**src/rtl/dso_pkg.sv**
```systemverilog
// Shared definitions for the host command path: command geometry, opcodes and
// the serial receiver state encoding.
package dso_pkg;

  localparam int CMD_W        = 24;
  localparam int CMD_BYTES    = 3;
  localparam int BAUD_DIV_DEF = 347;
  localparam int TO_CLKS_DEF  = 6940;

  // Opcodes carried in cmd[23:16], decoded by dig_core.
  typedef enum logic [7:0] {
    OP_NOP     = 8'h00,
    OP_WR_REG  = 8'h01,
    OP_RD_REG  = 8'h02,
    OP_TRIG    = 8'h10,
    OP_ARM     = 8'h11,
    OP_DUMP    = 8'h20
  } opcode_e;

  typedef enum logic [1:0] {
    RX_IDLE  = 2'd0,
    RX_START = 2'd1,
    RX_DATA  = 2'd2,
    RX_STOP  = 2'd3
  } rx_state_e;

endpackage

```
**src/rtl/uart_cmd_rcv_if.sv**
```systemverilog
// Command handoff between the UART command receiver and dig_core.
interface uart_cmd_rcv_if;
  import dso_pkg::*;

  // cmd_rdy rises with a new cmd and stays high until the consumer pulses
  // clr_cmd_rdy; a set in the same clock as clr_cmd_rdy wins.
  logic [CMD_W-1:0] cmd;
  logic             cmd_rdy;
  logic             clr_cmd_rdy;
  logic             frm_err;

  modport master (output cmd, output cmd_rdy, output frm_err, input clr_cmd_rdy);
  modport slave  (input cmd, input cmd_rdy, input frm_err, output clr_cmd_rdy);

endinterface

```
**src/rtl/uart_cmd_rcv_rx_byte.sv**
```systemverilog
// 8N1 byte receiver: two-flop RX synchroniser, bit-timing FSM and LSB-first
// shift register. rx_rdy/rx_ferr are single-cycle, aligned with the stop sample.
module uart_rx_byte
  import dso_pkg::*;
#(
  parameter int BAUD_DIV = BAUD_DIV_DEF
) (
  input  logic      clk,
  input  logic      rst_n,
  input  logic      rx,
  output logic [7:0] rx_data,
  output logic      rx_rdy,
  output logic      rx_ferr,
  output rx_state_e state
);

  localparam int CW = $clog2(BAUD_DIV);
  localparam logic [CW-1:0] HALF_END = CW'(BAUD_DIV / 2 - 1);
  localparam logic [CW-1:0] BIT_END  = CW'(BAUD_DIV - 1);

  logic          rx_s1, rx_s2, rx_prev;
  rx_state_e     state_q, state_d;
  logic [CW-1:0] baud_cnt;
  logic [2:0]    bit_cnt;
  logic [7:0]    shift_q;
  logic          cnt_clr;
  logic          shift_en;

  always_ff @(posedge clk or negedge rst_n) begin
    if (!rst_n) begin
      rx_s1   <= 1'b1;
      rx_s2   <= 1'b1;
      rx_prev <= 1'b1;
    end else begin
      rx_s1   <= rx;
      rx_s2   <= rx_s1;
      rx_prev <= rx_s2;
    end
  end

  always_comb begin
    state_d  = state_q;
    cnt_clr  = 1'b0;
    shift_en = 1'b0;
    rx_rdy   = 1'b0;
    rx_ferr  = 1'b0;
    case (state_q)
      RX_IDLE: begin
        cnt_clr = 1'b1;
        if (rx_prev && !rx_s2) state_d = RX_START;
      end
      RX_START: begin
        if (baud_cnt == HALF_END) begin
          cnt_clr = 1'b1;
          state_d = rx_s2 ? RX_IDLE : RX_DATA;
        end
      end
      RX_DATA: begin
        if (baud_cnt == BIT_END) begin
          cnt_clr  = 1'b1;
          shift_en = 1'b1;
          if (bit_cnt == 3'd7) state_d = RX_STOP;
        end
      end
      RX_STOP: begin
        if (baud_cnt == BIT_END) begin
          cnt_clr = 1'b1;
          state_d = RX_IDLE;
          rx_rdy  = rx_s2;
          rx_ferr = !rx_s2;
        end
      end
      default: state_d = RX_IDLE;
    endcase
  end

  // Restarting the baud counter at each sample keeps every bit centred on
  // its own half-bit offset instead of accumulating rounding error.
  always_ff @(posedge clk or negedge rst_n) begin
    if (!rst_n) begin
      state_q  <= RX_IDLE;
      baud_cnt <= '0;
      bit_cnt  <= '0;
      shift_q  <= '0;
    end else begin
      state_q  <= state_d;
      baud_cnt <= cnt_clr ? '0 : baud_cnt + 1'b1;
      if (state_q == RX_START && state_d == RX_DATA) bit_cnt <= '0;
      else if (shift_en)                             bit_cnt <= bit_cnt + 3'd1;
      if (shift_en) shift_q <= {rx_s2, shift_q[7:1]};
    end
  end

  assign rx_data = shift_q;
  assign state   = state_q;

endmodule

```
**src/rtl/uart_cmd_rcv.sv**
```systemverilog
// Host command front end: assembles three received bytes into one 24-bit
// command, holds it for dig_core and drops stale partial frames on timeout.
module uart_cmd_rcv
  import dso_pkg::*;
#(
  parameter int BAUD_DIV = BAUD_DIV_DEF,
  parameter int TO_CLKS  = TO_CLKS_DEF
) (
  input  logic           clk,
  input  logic           rst_n,
  input  logic           RX,
  uart_cmd_rcv_if.master host,
  output rx_state_e      dbg_rx_state,
  output logic [1:0]     dbg_byte_cnt
);

  localparam int TW = $clog2(TO_CLKS + 1);
  localparam logic [TW-1:0] TO_END = TW'(TO_CLKS);

  logic [7:0]       rx_data;
  logic             rx_rdy;
  logic             rx_ferr;
  rx_state_e        rx_state;

  logic [1:0]       byte_cnt;
  logic [7:0]       stg_hi, stg_mid;
  logic [CMD_W-1:0] cmd_q;
  logic             cmd_rdy_q;
  logic             frm_err_q;
  logic [TW-1:0]    to_cnt;

  uart_rx_byte #(.BAUD_DIV(BAUD_DIV)) u_rx (
    .clk     (clk),
    .rst_n   (rst_n),
    .rx      (RX),
    .rx_data (rx_data),
    .rx_rdy  (rx_rdy),
    .rx_ferr (rx_ferr),
    .state   (rx_state)
  );

  always_ff @(posedge clk or negedge rst_n) begin
    if (!rst_n) begin
      byte_cnt <= '0;
      stg_hi   <= '0;
      stg_mid  <= '0;
      cmd_q    <= '0;
      to_cnt   <= '0;
    end else if (rx_rdy) begin
      to_cnt <= '0;
      case (byte_cnt)
        2'd0: begin
          stg_hi   <= rx_data;
          byte_cnt <= 2'd1;
        end
        2'd1: begin
          stg_mid  <= rx_data;
          byte_cnt <= 2'd2;
        end
        default: begin
          cmd_q    <= {stg_hi, stg_mid, rx_data};
          byte_cnt <= 2'd0;
        end
      endcase
    end else if (rx_ferr) begin
      byte_cnt <= 2'd0;
      to_cnt   <= '0;
    end else if (byte_cnt != 2'd0 && rx_state == RX_IDLE) begin
      // Partial frame left idle too long: realign on the next byte.
      if (to_cnt == TO_END) begin
        byte_cnt <= 2'd0;
        to_cnt   <= '0;
      end else begin
        to_cnt <= to_cnt + 1'b1;
      end
    end
  end

  always_ff @(posedge clk or negedge rst_n) begin
    if (!rst_n) begin
      cmd_rdy_q <= 1'b0;
      frm_err_q <= 1'b0;
    end else begin
      frm_err_q <= rx_ferr;
      if (rx_rdy && byte_cnt == 2'd2) cmd_rdy_q <= 1'b1;
      else if (host.clr_cmd_rdy)      cmd_rdy_q <= 1'b0;
    end
  end

  assign host.cmd     = cmd_q;
  assign host.cmd_rdy = cmd_rdy_q;
  assign host.frm_err = frm_err_q;
  assign dbg_rx_state = rx_state;
  assign dbg_byte_cnt = byte_cnt;

endmodule

```
**src/flat_wrapper.sv**
```systemverilog
// flat-port wrapper written by rule: the top's interface ports become plain ports
module uart_cmd_rcv_flat import dso_pkg::*;
#(
  parameter int BAUD_DIV = BAUD_DIV_DEF,
  parameter int TO_CLKS  = TO_CLKS_DEF
)
  (clk, rst_n, RX, dbg_rx_state, dbg_byte_cnt, host_cmd, host_cmd_rdy, host_frm_err, host_clr_cmd_rdy);
  uart_cmd_rcv_if host_i ();
  input  logic clk;
  input  logic rst_n;
  input  logic RX;
  output rx_state_e dbg_rx_state;
  output logic [1:0] dbg_byte_cnt;
  output wire logic [$bits(host_i.cmd)-1:0] host_cmd;
  output wire logic [$bits(host_i.cmd_rdy)-1:0] host_cmd_rdy;
  output wire logic [$bits(host_i.frm_err)-1:0] host_frm_err;
  input wire logic [$bits(host_i.clr_cmd_rdy)-1:0] host_clr_cmd_rdy;
  assign host_cmd = host_i.cmd;
  assign host_cmd_rdy = host_i.cmd_rdy;
  assign host_frm_err = host_i.frm_err;
  assign host_i.clr_cmd_rdy = host_clr_cmd_rdy;
  uart_cmd_rcv #(.BAUD_DIV(BAUD_DIV), .TO_CLKS(TO_CLKS)) u_core (.clk(clk), .rst_n(rst_n), .RX(RX), .host(host_i), .dbg_rx_state(dbg_rx_state), .dbg_byte_cnt(dbg_byte_cnt));
endmodule
```
**config.mk**
```make
export PLATFORM = sky130hd
export DESIGN_NAME = uart_cmd_rcv_flat
export DESIGN_NICKNAME = d
export VERILOG_FILES = /design/src/rtl/dso_pkg.sv /design/src/rtl/uart_cmd_rcv_if.sv /design/src/rtl/uart_cmd_rcv_rx_byte.sv /design/src/rtl/uart_cmd_rcv.sv /design/src/flat_wrapper.sv
export SDC_FILE = /design/constraint.sdc
export NUM_CORES = 1
export LEC_CHECK = 0
export CAP_MARGIN = 20
export CORE_MARGIN = 1.5
export CORE_UTILIZATION = 45
export DETAILED_ROUTE_END_ITERATION = 12
export GPL_TIMING_DRIVEN = 0
export PLACE_DENSITY = 0.64
export RECOVER_POWER = 25
export SYNTH_ARGS = -nofsm -noshare
export SYNTH_HDL_FRONTEND = slang
export SYNTH_SLANG_ARGS = --single-unit
```
**constraint.sdc**
```tcl
create_clock -name clk -period 2 [get_ports clk]
set_clock_uncertainty 0.15 [all_clocks]
set_input_delay 0.4 -clock clk [delete_from_list [all_inputs] [get_ports clk]]
set_output_delay 0.4 -clock clk [all_outputs]
set_load 0.05 [all_outputs]
```
== Yosys cells after proc, flatten, opt, wreduce, memory -nomap -nowiden ==
Cells that the tools add are included.
Widths: inputs -> output; s select.

* Word-level logic and storage cells: 75
* Flip-flop bits (word level): 82

* Equality and inequality tests: 10
* Reduce and logical (&&, ||, !) cells: 18
* Bitwise gates (word level): 1
* Muxes and demuxes: 29
* $add $sub $neg: 3

{| class="wikitable"
|+ Operators by type and width
! cell !! number
|-
| $mux 13 || 4
|-
| $mux 2 || 10
|-
| $add 13x1->13 const B || 1
|-
| $eq 13x13->1 const B || 1
|-
| $add 9x1->9 const B || 1
|-
| $eq 9x8->1 const B || 1
|-
| $eq 9x9->1 const B || 1
|-
| $mux 1 || 9
|-
| $mux 9 || 1
|-
| $eq 2x2->1 const B || 4
|-
| $pmux 2 s4 || 1
|-
| $reduce_and 2->1 || 4
|-
| $mux 3 || 2
|-
| $reduce_bool 2->1 || 3
|-
| $reduce_bool 3->1 || 2
|-
| $eq 2x1->1 const B || 2
|-
| $logic_and 1x1->1 || 4
|-
| $logic_not 2->1 || 2
|-
| $pmux 2 s2 || 1
|-
| $reduce_or 2->1 || 2
|-
| $add 3x1->3 const B || 1
|-
| $eq 3x3->1 const B || 1
|-
| $pmux 1 s3 || 1
|-
| $logic_not 1->1 || 1
|-
| $not 1->1 || 1
|}

== Longest topological paths before layout ==
Gate-level depths: netlist (run 1).

* Depth in word-level cells: 7
* Depth in mapped cells: 8
* Mapped depth without buffers: 6

== Modules after synthesis ==
From an unflattened synthesis (run 1), not the netlist that was laid out.

* Cells, all modules: 283
* Area total of the unflattened synthesis: 3559.7 um^2

{| class="wikitable"
|+ By module, submodules not included
! module !! area an instance (um^2) !! cells each !! seq. area each (um^2) !! instances
|-
| uart_cmd_rcv || 2367.3 || 181 || 1426.4 || 1
|-
| uart_rx_byte || 1192.4 || 102 || 629.4 || 1
|}

== Worst setup path before layout (run 1) ==
No wires, ideal clock.

* Path kind: register -> register
* From: register u_core.u_rx.state_q[1] (netlist: u_core.u_rx.state[1])
* To: register u_core.u_rx.shift_q[0] (netlist: u_core.u_rx.rx_data[0])
* Data required time: 1725 ps
* Slack: -182 ps
* Stages on the path, launching flop included: 6
* Arrival: 1907 ps
* Cells stage by stage: dfrtp_1 buf_2 inv_2 or4_4 buf_6 mux2_4

* Cells in the longest elaborated chain, start to end: 2

{| class="wikitable"
|+ RTL lines
! element !! line !! text
|-
| start, declared || uart_cmd_rcv_rx_byte.sv:22 || <nowiki>rx_state_e state_q, state_d;</nowiki>
|-
| start signal, assigned || uart_cmd_rcv_rx_byte.sv:86 || <nowiki>state_q <= state_d;</nowiki>
|-
| $eq 2x2->1 || uart_cmd_rcv_rx_byte.sv:47 || <nowiki>case (state_q)</nowiki>
|-
| $mux 1 || uart_cmd_rcv_rx_byte.sv:47 ||
|-
| end signal, assigned || uart_cmd_rcv_rx_byte.sv:90 || <nowiki>if (shift_en) shift_q <= {rx_s2, shift_q[7:1]};</nowiki>
|-
| end, declared || uart_cmd_rcv_rx_byte.sv:25 || <nowiki>logic [7:0] shift_q;</nowiki>
|}

No other way between the ends.
A chain may end at the register's enable or synchronous reset.

== Final worst setup path (run 1) ==
* From: register u_core.u_rx.baud_cnt[0]
* To: register u_core.u_rx.shift_q[0] (netlist: u_core.u_rx.rx_data[0])

* Cells in the longest elaborated chain, start to end: 3

{| class="wikitable"
|+ RTL lines
! element !! line !! text
|-
| start, declared || uart_cmd_rcv_rx_byte.sv:23 || <nowiki>logic [CW-1:0] baud_cnt;</nowiki>
|-
| start signal, assigned || uart_cmd_rcv_rx_byte.sv:87 || <nowiki>baud_cnt <= cnt_clr ? '0 : baud_cnt + 1'b1;</nowiki>
|-
| $eq 9x9->1 || uart_cmd_rcv_rx_byte.sv:59 || <nowiki>if (baud_cnt == BIT_END) begin</nowiki>
|-
| $mux 1 || uart_cmd_rcv_rx_byte.sv:59 ||
|-
| $mux 1 || uart_cmd_rcv_rx_byte.sv:47 ||
|}

No other way between the ends.

==> metrics.txt, run 1 <==
status finished with violations; failing checks setup timing; layout cells sized above 1 0.2119; Net Sw Frac 0.2767; Final period util 1.030; CP Cell Sequence inv_2 > ha_4 > nand4b_4 > or4_4 > buf_12 > mux2_4; Die X 92.27 um; area grow syn2layout 24.18%; Flop pwr share 0.573; CTS Buf Count 9; DR vias 2332; nature of the critical path startpoint register; Final GP Congestion 0.8411; Worst-Skew Late Latency 0.36 ns; clock slew at reported path FFs 0.08 ns; TNS Setup -0.3102 ns; Port Buffer Count 33; Synth Area per Inst 13.14 um2; top cells by instance count after synthesis dfrtp_1 (79), mux2_1 (38), nor2_1 (14); area fraction of the dominant cell type after synthesis 0.5513; number of synthesized flops with an enable pin 0; most numerous cell in the Yosys netlist dfrtp_1; final core occ 0.5763; max-slew violations 0; final hold violation count 0; power share of the clock group 0.341; Setup Slack @ Placement -0.2040 ns; Top FF cell, synth dfrtp_1; clk buf depth 2; LEAKAGE 0.002324 uW; Final min period 2.061 ns; ANT nets after route 0; CTS tree done; post-synthesis sequential area ratio 0.5733; Residual DRC 0; DRC marker count from the first detailed-route iteration 56; R2R cell count 6; Placement Rows 32; largest area contributor in the netlist dfrtp_1; Worst Hold Depth 0; Mapped Nets 284; Slowest-stage cell, CP or4_4; Async S/R FF share, synth 1.000; antenna cells 0; GRT overflow 0; Die H 92.27 um; Top Ports 34; switching power 896.2 uW; first-pass GRT wire length 11.34 mm; Reg2Reg Setup Slack -0.06 ns; initial antenna violation count 0; Global Route Usage Sum 0.1738; largest net degree at the start of global routing 64; starting density of the core 0.4641; hpwl dp 4.290 mm; Final setup violation count 7; yosys warns 0; core area 7727 um2; worst slew pin tran 0.8578 ns; worst r2r src u_core.u_rx.baud_cnt[0]; total of max-cap violations 0; DR WL/cell 15.34 um; CTS Sinks 82; Synth Cell Area 3586 um2; RSZ-0062 raised after global routing yes; Cell Pwr Density 727.4 nW/um2; worst path required time 2.09 ns; CP startpoint u_core.u_rx.baud_cnt[0]; routed wire length 6.702 mm; DR pass1 iterations 4; Comb pwr share 0.086; Hold WC Path Type reg -> reg; DR vias/cell 5.336; FMAX 485.2 MHz; cell count after synthesis 273; Setup CP Type reg -> reg; arrival time at the worst endpoint 2.15 ns; post-synthesis cell type count 51; vias in the first global route 2296; Final WS setup -0.06082 ns; hold path start u_core.u_rx.rx_s1; critical-path maximum fanout 5; Int Pwr 2343 uW; Slew headroom 0.4282; CP endpoint kind register; die area 8513 um2; maximum vdd ir drop 488.8 uV; CP peak stage delay 0.57 ns; Seq cells post-synth 82; CTS H-tree lvls 3; Root Driver clkbuf_8; synth top area cells dfrtp_1 (55%), mux2_1 (12%), mux2_4 (2.9%); Nets 341
## power by group through the flow
| stage | Clock (uW) | Combinational [uW] | Sequential (uW) |
|---|---|---|---|
| 3_5_place_dp | 0 | 227 | 1870 |
| 5_1_grt | 1200 | 321 | 1870 |
| 4_1_cts | 1130 | 273 | 1850 |
| 3_3_place_gp | 0 | 217 | 1860 |
| 2_1_floorplan | 0 | 157 | 1840 |
| 6_report | 1100 | 280 | 1860 |
## stage by stage
step           hold WS (ns)  area [um2]  cells  total power [uW]
2_1_floorplan      -0.04559        3592    273              1997
3_3_place_gp         0.1964        4050    408              2080
3_5_place_dp         0.1622        4075    409              2094
4_1_cts              0.2129        4369    430              3253
5_1_grt              0.2221        4453    437              3390
6_report             0.2176        4453    437              3239
## registers in the layout (all words and copies together) (netlist names)
register              count
u_core.u_rx.rx_data       8
u_core.u_rx.rx_s1         1
u_core.stg_hi             8
u_core.host.cmd          24
u_core.host.frm_err       1
u_core.u_rx.baud_cnt      9
u_core.dbg_byte_cnt       2
u_core.host.cmd_rdy       1
u_core.to_cnt            13
u_core.u_rx.bit_cnt       3
u_core.u_rx.rx_s2         1
u_core.u_rx.rx_prev       1
u_core.stg_mid            8
u_core.u_rx.state         2
## layout make-up
| cell class | count | area, um2 |
|---|---|---|
| plain buffers | 9 | 107.6 |
| repair buffers | 47 | 414.1 |
| clock inverters | 6 | 51.30 |
| clock buffers | 10 | 127.6 |
| fillers | 659 | 3274 |
| multi-input cells | 172 | 1533 |
| flip-flops and latches | 82 | 2058 |
| well taps | 102 | 127.6 |
| inverters | 9 | 33.78 |
## critical path, delay by kind of cell, from the launching register on
family / cells / cell delay [ns]
fa+ha+maj: 1 / 0.15
buf+inv: 2 / 0.26
flops: 1 / 0.40
mux: 1 / 0.29
simple gates: 2 / 0.70
## worst paths after layout
kind / end
worst min-delay path: u_core.u_rx.rx_s2
max in group asynchronous: u_core.u_rx.state[0]
worst max register to register: u_core.u_rx.rx_data[0]
min in group asynchronous: u_core.stg_mid[5]
worst min register to register: u_core.u_rx.rx_s2
worst max-delay path: u_core.u_rx.rx_data[0]
## repair_timing
action	4_1_cts	5_1_grt
setup endpoints to repair	99	66
setup buffers	3	8
resized for setup	48	13
hold endpoints to repair	19	0
pin swaps	1	2
cloned	1	0
hold buffers	1	0
## metal layers
layer	GRT usage	wire length, um
met4	0.07949	131
met3	0.03483	178
met2	0.2630	3068
met1	0.2408	3323
met5	0	0
## kinds of logic (layout without fill, tap and decap cells)
logic type | after synthesis | in the layout | synth area share
DFF | 82 | 82 | 0.5733
and+or+nand+nor | 69 | 69 | 0.1183
muxes | 51 | 51 | 0.1664
AOI/OAI and AO/OA | 34 | 34 | 0.06246
buffers and inverters | 19 | 81 | 0.02826
xor gates and xnor gates | 11 | 11 | 0.02687
adders and majority gates | 7 | 7 | 0.02442
## cell usage in the layout (no fill, tap or decap), types with 3 or more instances in the layout
| master | n |
|---|---|
| nand4_1 | 4 |
| mux2i_1 | 3 |
| xnor2_1 | 3 |
| nor2_1 | 14 |
| nand3_1 | 9 |
| ha_1 | 6 |
| buf_4 | 14 |
| mux2_2 | 3 |
| a21oi_1 | 7 |
| clkinv_4 | 3 |
| inv_1 | 7 |
| o2111ai_1 | 3 |
| and2_1 | 4 |
| or3_1 | 6 |
| and3_1 | 3 |
| and4_1 | 4 |
| clkbuf_8 | 9 |
| dlygate4sd2_1 | 29 |
| o21ai_0 | 9 |
| xor2_1 | 7 |
| buf_12 | 3 |
| clkbuf_2 | 3 |
| nand2_1 | 6 |
| dfrtp_1 | 77 |
| mux2_1 | 38 |
| mux2_4 | 7 |
Note: power is estimated with default switching activity, not from simulation.
==> inputs of run 2 (changes only) <==
- SLEW_MARGIN: not set -> 20
==> run 2 against run 1 <==
Compared with the run above:
- the run still ends with setup timing left
- cell count grew 0.23%
- die area is the same
- via count shrank 0.34%
- global-route usage shrank 0.25 points
- power grew 5.2%
- largest power group unchanged
==> metrics.txt, run 2 (same netlist as run 1, synthesis figures left out) <==
status finished with violations (unchanged); failing checks setup timing (unchanged); core area 7727 um2 (unchanged); fill count 627 (was 659); clock slew at reported path FFs 0.08 ns (about the same); CP Cell Sequence inv_2 > ha_4 > nand4b_4 > or4_4 > buf_12 > mux2_4 (unchanged); area of the multi-input gates 1618 um2 (was 1533 um2); CTS Buf Count 9 (unchanged); Final GP Congestion 0.8411 (unchanged); Non-Filler Instances 438 (was 437); DR WL/cell 15.80 um (was 15.34 um); Cell Pwr Density 737.4 nW/um2 (was 727.4 nW/um2); DR vias/cell 5.306 (was 5.336); ANT nets after route 0 (unchanged); commonest non-fill, non-tap cell in the layout dfrtp_1 (unchanged); total of max-cap violations 0 (unchanged); DRC marker count from the first detailed-route iteration 51 (was 56); Die H 92.27 um (unchanged); CP endpoint kind register (unchanged); CP startpoint u_core.u_rx.baud_cnt[0] (unchanged); LEAKAGE 0.002340 uW (was 0.002324 uW); Setup Slack @ Placement -0.1982 ns (was -0.2040 ns); max reg flops 24 (unchanged); worst r2r src u_core.u_rx.baud_cnt[0] (unchanged); R2R cell count 6 (unchanged); final hold slack 0.2205 ns (was 0.2176 ns); layout cells sized above 1 0.2857 (was 0.2119); Placement Rows 32 (unchanged); DR pass1 iterations 4 (unchanged); area grow syn2layout 28.86% (was 24.18%); DR vias 2324 (was 2332); starting density of the core 0.4641 (unchanged); final hold violation count 0 (unchanged); maximum vdd ir drop 479.8 uV (was 488.8 uV); Slowest-stage cell, CP or4_4 (unchanged); CTS Sinks 82 (unchanged); clk buf depth 2 (unchanged); Final period util 1.029 (was 1.030); Hold WC Path Type reg -> reg (unchanged); Setup CP Type reg -> reg (unchanged); routed wire length 6.920 mm (was 6.702 mm); RSZ-0062 raised after global routing yes (unchanged); initial antenna violation count 0 (unchanged); vias in the first global route 2291 (was 2296); worst flop-to-flop path endpoint u_core.u_rx.rx_data[0] (unchanged); Global Route Usage Sum 0.1713 (was 0.1738); critical-path maximum fanout 5 (unchanged); Final min period 2.058 ns (was 2.061 ns); Slew headroom 0.3064 (was 0.4282); antenna cells 0 (unchanged); Critical path destination u_core.u_rx.rx_data[0] (unchanged); Final setup violation count 7 (unchanged); CTS H-tree lvls 3 (unchanged); most frequent cells in the layout dfrtp_1 (77), mux2_4 (31), dlygate4sd2_1 (29) (was dfrtp_1 (77), mux2_1 (38), dlygate4sd2_1 (29)); nature of the critical path startpoint register (unchanged); FMAX 486.0 MHz (was 485.2 MHz); Final WS setup -0.05771 ns (was -0.06082 ns); CP peak stage delay 0.57 ns (about the same); worst slew pin tran 1.040 ns (was 0.8578 ns); largest net degree at the start of global routing 43 (was 64); hpwl dp 4.294 mm (was 4.290 mm); CTS tree done (unchanged); arrival time at the worst endpoint 2.15 ns (about the same); Residual DRC 0 (unchanged); Top Ports 34 (unchanged); DP Cell Count 409 (unchanged); register area 2058 um2 (unchanged); Nets 342 (was 341); Die X 92.27 um (unchanged); Reg2Reg Setup Slack -0.06 ns (about the same); first-pass GRT wire length 11.25 mm (was 11.34 mm); Root Driver clkbuf_8 (unchanged); GRT overflow 0 (unchanged); Worst-Skew Late Latency 0.36 ns (about the same); worst path required time 2.09 ns (about the same); die area 8513 um2 (unchanged); max-slew violations 0 (unchanged); Port Buffer Count 33 (unchanged)
run 2: final cells by class:
cell class,count,share of cell area
Buffer,9,0.02166
Clock buffer,10,0.02979
Clock inverter,6,0.01543
Inverter,9,0.007311
Multi-Input combinational cell,172,0.3501
Sequential cell,82,0.4454
Tap cell,102,0.02762
Timing Repair Buffer,48,0.1026
run 2: what timing repair did:
item                                   4_1_cts  5_1_grt
pin swaps                                    1        3
endpoints found under the hold margin       37        0
hold buffers                                 1        0
setup endpoints to repair                   99       65
buffers inserted                             3        7
gates resized for setup                     49       37
gates cloned                                 1        2
run 2: metrics by stage:
step	power (uW)	utilization	instance area [um2]	TNS (ns)
floorplan	1997	-	3592	0
global placement	2080	0.5241	4050	-211.02
detailed placement	2091	0.5264	4068	-7.694
CTS	3415	0.5685	4393	-0.2038
global route	3546	0.5980	4621	-1.445
finish	3407	0.5980	4621	-0.2881
run 2: metal layers:
metal,vias to the layer above,part of all wire,global-route usage
met1,1168,0.49,0.2334
li1,1105,-,-
met5,-,0,0
met3,10,0.026,0.03234
met4,0,0.016,0.07308
met2,41,0.46,0.2679
run 2: worst max-delay path: cells and delay by family, from the launching register on:
kind	cells	cell delay, ns
buffers and inverters	2	0.26
adders and majority gates	1	0.15
and+or+nand+nor	2	0.70
muxes	1	0.29
DFF	1	0.40
run 2: report_power, final:
| part | internal [uW] | total, uW | switching (uW) |
|---|---|---|---|
| registers | 1730 | 1850 | 123 |
| clock network | 625 | 1280 | 655 |
| logic | 141 | 273 | 132 |
run 2: worst min-delay path by stage:
stage | startpoint | cells past startpoint | end | slack [ns]
floorplan | rst_n | 0 | u_core.dbg_byte_cnt[0] | -0.05
global placement | u_core.u_rx.rx_s1 | 0 | u_core.u_rx.rx_s2 | 0.20
detailed placement | u_core.u_rx.rx_s1 | 0 | u_core.u_rx.rx_s2 | 0.20
CTS | u_core.u_rx.rx_s1 | 0 | u_core.u_rx.rx_s2 | 0.22
global route | u_core.u_rx.rx_s1 | 0 | u_core.u_rx.rx_s2 | 0.22
finish | u_core.u_rx.rx_s1 | 0 | u_core.u_rx.rx_s2 | 0.22
==> inputs of run 3 (changes only) <==
- PLACE_DENSITY: 0.64 -> 0.61
- clock period: 2 -> 2.1 ns (I/O delays scaled with it)
==> run 3 against run 2 <==
Compared with the run above:
- the flow now finishes without violations
- clock power about the same
- core utilization decreased by 1.8 points
- sequential cell count unchanged
- via count decreased by 2.6%
- setup slack improved by 0.11 ns
- hold slack got worse by 0.0091 ns
- global-route usage decreased by 0.49 points
- first-iteration DRC count increased by 71%
- critical path depth decreased by 5
- cell count decreased by 1.1%
- sequential share of layout area increased by 1.4 points
- critical path type is now reg -> out
- largest cell class unchanged
- largest power group unchanged
- highest routed layer unchanged
==> metrics.txt, run 3 (same netlist as run 1, synthesis figures left out) <==
commonest non-fill, non-tap cell in the layout dfrtp_1 (unchanged); Final GP Congestion 0.7803 (was 0.8411); DRC marker count from the first detailed-route iteration 87 (was 51); layout cells sized above 1 0.1782 (was 0.2857); Hold WC Path Type reg -> reg (unchanged); RSZ-0062 raised after global routing yes (unchanged); vias in the first global route 2208 (was 2291); Port Buffer Count 33 (unchanged); TNS Setup 0 ns (was -0.2881 ns); critical-path maximum fanout 2 (was 5); R2R cell count 6 (unchanged); routed wire length 6.465 mm (was 6.920 mm); WP buf/inv 1 (was 2); DP Cell Count 409 (unchanged); max reg flops 24 (unchanged); Setup CP Type reg -> out (was reg -> reg); starting density of the core 0.4641 (unchanged); total power 3273 uW (was 3407 uW); Final WS setup 0.04750 ns (was -0.05771 ns); Global Route Usage Sum 0.1664 (was 0.1713); worst flop-to-flop path endpoint u_core.host.cmd[16] (was u_core.u_rx.rx_data[0]); worst r2r src u_core.u_rx.state[0] (was u_core.u_rx.baud_cnt[0]); Worst-Skew Late Latency 0.34 ns (was 0.36 ns); Die H 92.27 um (unchanged); CTS Sinks 82 (unchanged); Final min period 2.052 ns; antenna cells 0 (unchanged); Worst Hold Depth 0 (unchanged); Largest delay share family, worst path buffers and inverters (was simple AND/OR/NAND/NOR gates); DR WL/cell 14.93 um (was 15.80 um); worst path required time 1.53 ns (was 2.09 ns); Slew headroom 0.3136 (was 0.3064); core area 7727 um2 (unchanged); Hold Path Sink u_core.u_rx.rx_s2 (unchanged); Non-Filler Instances 433 (was 438); arrival time at the worst endpoint 1.48 ns (was 2.15 ns); Setup Slack @ Placement -0.1300 ns (was -0.1982 ns); nature of the critical path startpoint register (unchanged); CTS H-tree lvls 3 (unchanged); Root Driver clkbuf_8 (unchanged); worst slew pin tran 1.030 ns (was 1.040 ns); most frequent cells in the layout dfrtp_1 (77), mux2_1 (38), dlymetal6s2s_1 (19) (was dfrtp_1 (77), mux2_4 (31), dlygate4sd2_1 (29)); Placement Rows 32 (unchanged); Die X 92.27 um (unchanged); Final period util 0.9774; final core occ 0.5795 (was 0.5980); CP endpoint kind output port (was register); Cell Pwr Density 730.8 nW/um2 (was 737.4 nW/um2); CP startpoint u_core.host.cmd[3] (was u_core.u_rx.baud_cnt[0]); Reg2Reg Setup Slack 0.06 ns (was -0.06 ns); area grow syn2layout 24.88% (was 28.86%); Residual DRC 0 (unchanged); hold path start u_core.u_rx.rx_s1 (unchanged); first-pass GRT wire length 10.79 mm (was 11.25 mm); FMAX 487.2 MHz; total of max-cap violations 0 (unchanged); DR pass1 iterations 4 (unchanged); CP Cell Sequence clkdlybuf4s50_1 (was inv_2 > ha_4 > nand4b_4 > or4_4 > buf_12 > mux2_4); Final setup violation count 0 (was 7); ANT nets after route 0 (unchanged); maximum vdd ir drop 486.8 uV (was 479.8 uV); hpwl dp 4.278 mm (was 4.294 mm); die area 8513 um2 (unchanged); Slowest-stage cell, CP clkdlybuf4s50_1 (was or4_4); max-slew violations 0 (unchanged); CP peak stage delay 0.80 ns (was 0.57 ns); DR vias 2264 (was 2324); largest net degree at the start of global routing 43 (unchanged); GRT overflow 0 (unchanged); final hold violation count 0 (unchanged); Top Ports 34 (unchanged); LEAKAGE 0.002590 uW (was 0.002340 uW); CTS Buf Count 9 (unchanged); Nets 337 (was 342); CTS tree done (unchanged); initial antenna violation count 0 (unchanged); status completed (was finished with violations); clock slew at reported path FFs 0.08 ns (about the same); clk buf depth 2 (unchanged); DR vias/cell 5.229 (was 5.306)
## run 3: changes by cell type in the layout (fill, tap and decap cells not counted), sizes merged
cell	change
dlygate4sd2	-20
dlymetal6s2s	+19
buf	-4
clkdlybuf4s50	+2
inv	-2
bufinv	+1
clkbuf	-1
clkinv	+1
clkinvlp	-1
## run 3: per-layer routing
layer	global-route usage	routed length (um)	share of wire	vias up
li1	-	-	-	1085
met1	0.2175	3012	0.47	1138
met2	0.2630	3134	0.48	32
met3	0.04561	214	0.033	9
met4	0.06538	103	0.016	0
met5	0	0	0	-
## run 3: what timing repair did
action / 4_1_cts / 5_1_grt
hold endpoints to repair: 40 / 0
cloned: 0 / 1
gates resized for setup: 15 / 30
pin swaps: 1 / 3
buffers inserted: 2 / 4
hold buffers: 1 / 0
setup endpoints to repair: 60 / 80
## run 3: worst max-delay path by stage
stage                                         to  slack, ns  cells after the start
after floorplan           u_core.u_rx.rx_data[0]       0.06                      5
after detailed placement      u_core.host.cmd[7]      -0.13                      8
after global routing          u_core.host.cmd[5]      -0.04                      6
final                                host_cmd[3]       0.05                      1
after CTS                           host_cmd_rdy      0.002                      1
after global placement      u_core.u_rx.state[0]      -2.79                      1
## run 3: cell type report
cell class                 instances  area, um2
fill                             651       3249
sequential                        82       2058
multi-input combinational        172       1474
timing repair buffer              42      461.7
clock buffer                      11      141.4
tap                              102      127.6
buffer                            10      96.34
clock inverter                     5      85.08
inverter                           9      33.78
## run 3: stage by stage
| stage | instance area [um2] | hold slack [ns] |
|---|---|---|
| floorplan | 3588 | -0.02559 |
| global placement | 4046 | 0.1956 |
| detailed placement | 4064 | 0.1996 |
| CTS | 4329 | 0.2118 |
| global route | 4478 | 0.2203 |
| finish | 4478 | 0.2114 |
## run 3: power by group
group	internal, uW	switching [uW]
Combinational	113	125
Sequential	1650	106
Clock	709	571
Total	2470	802
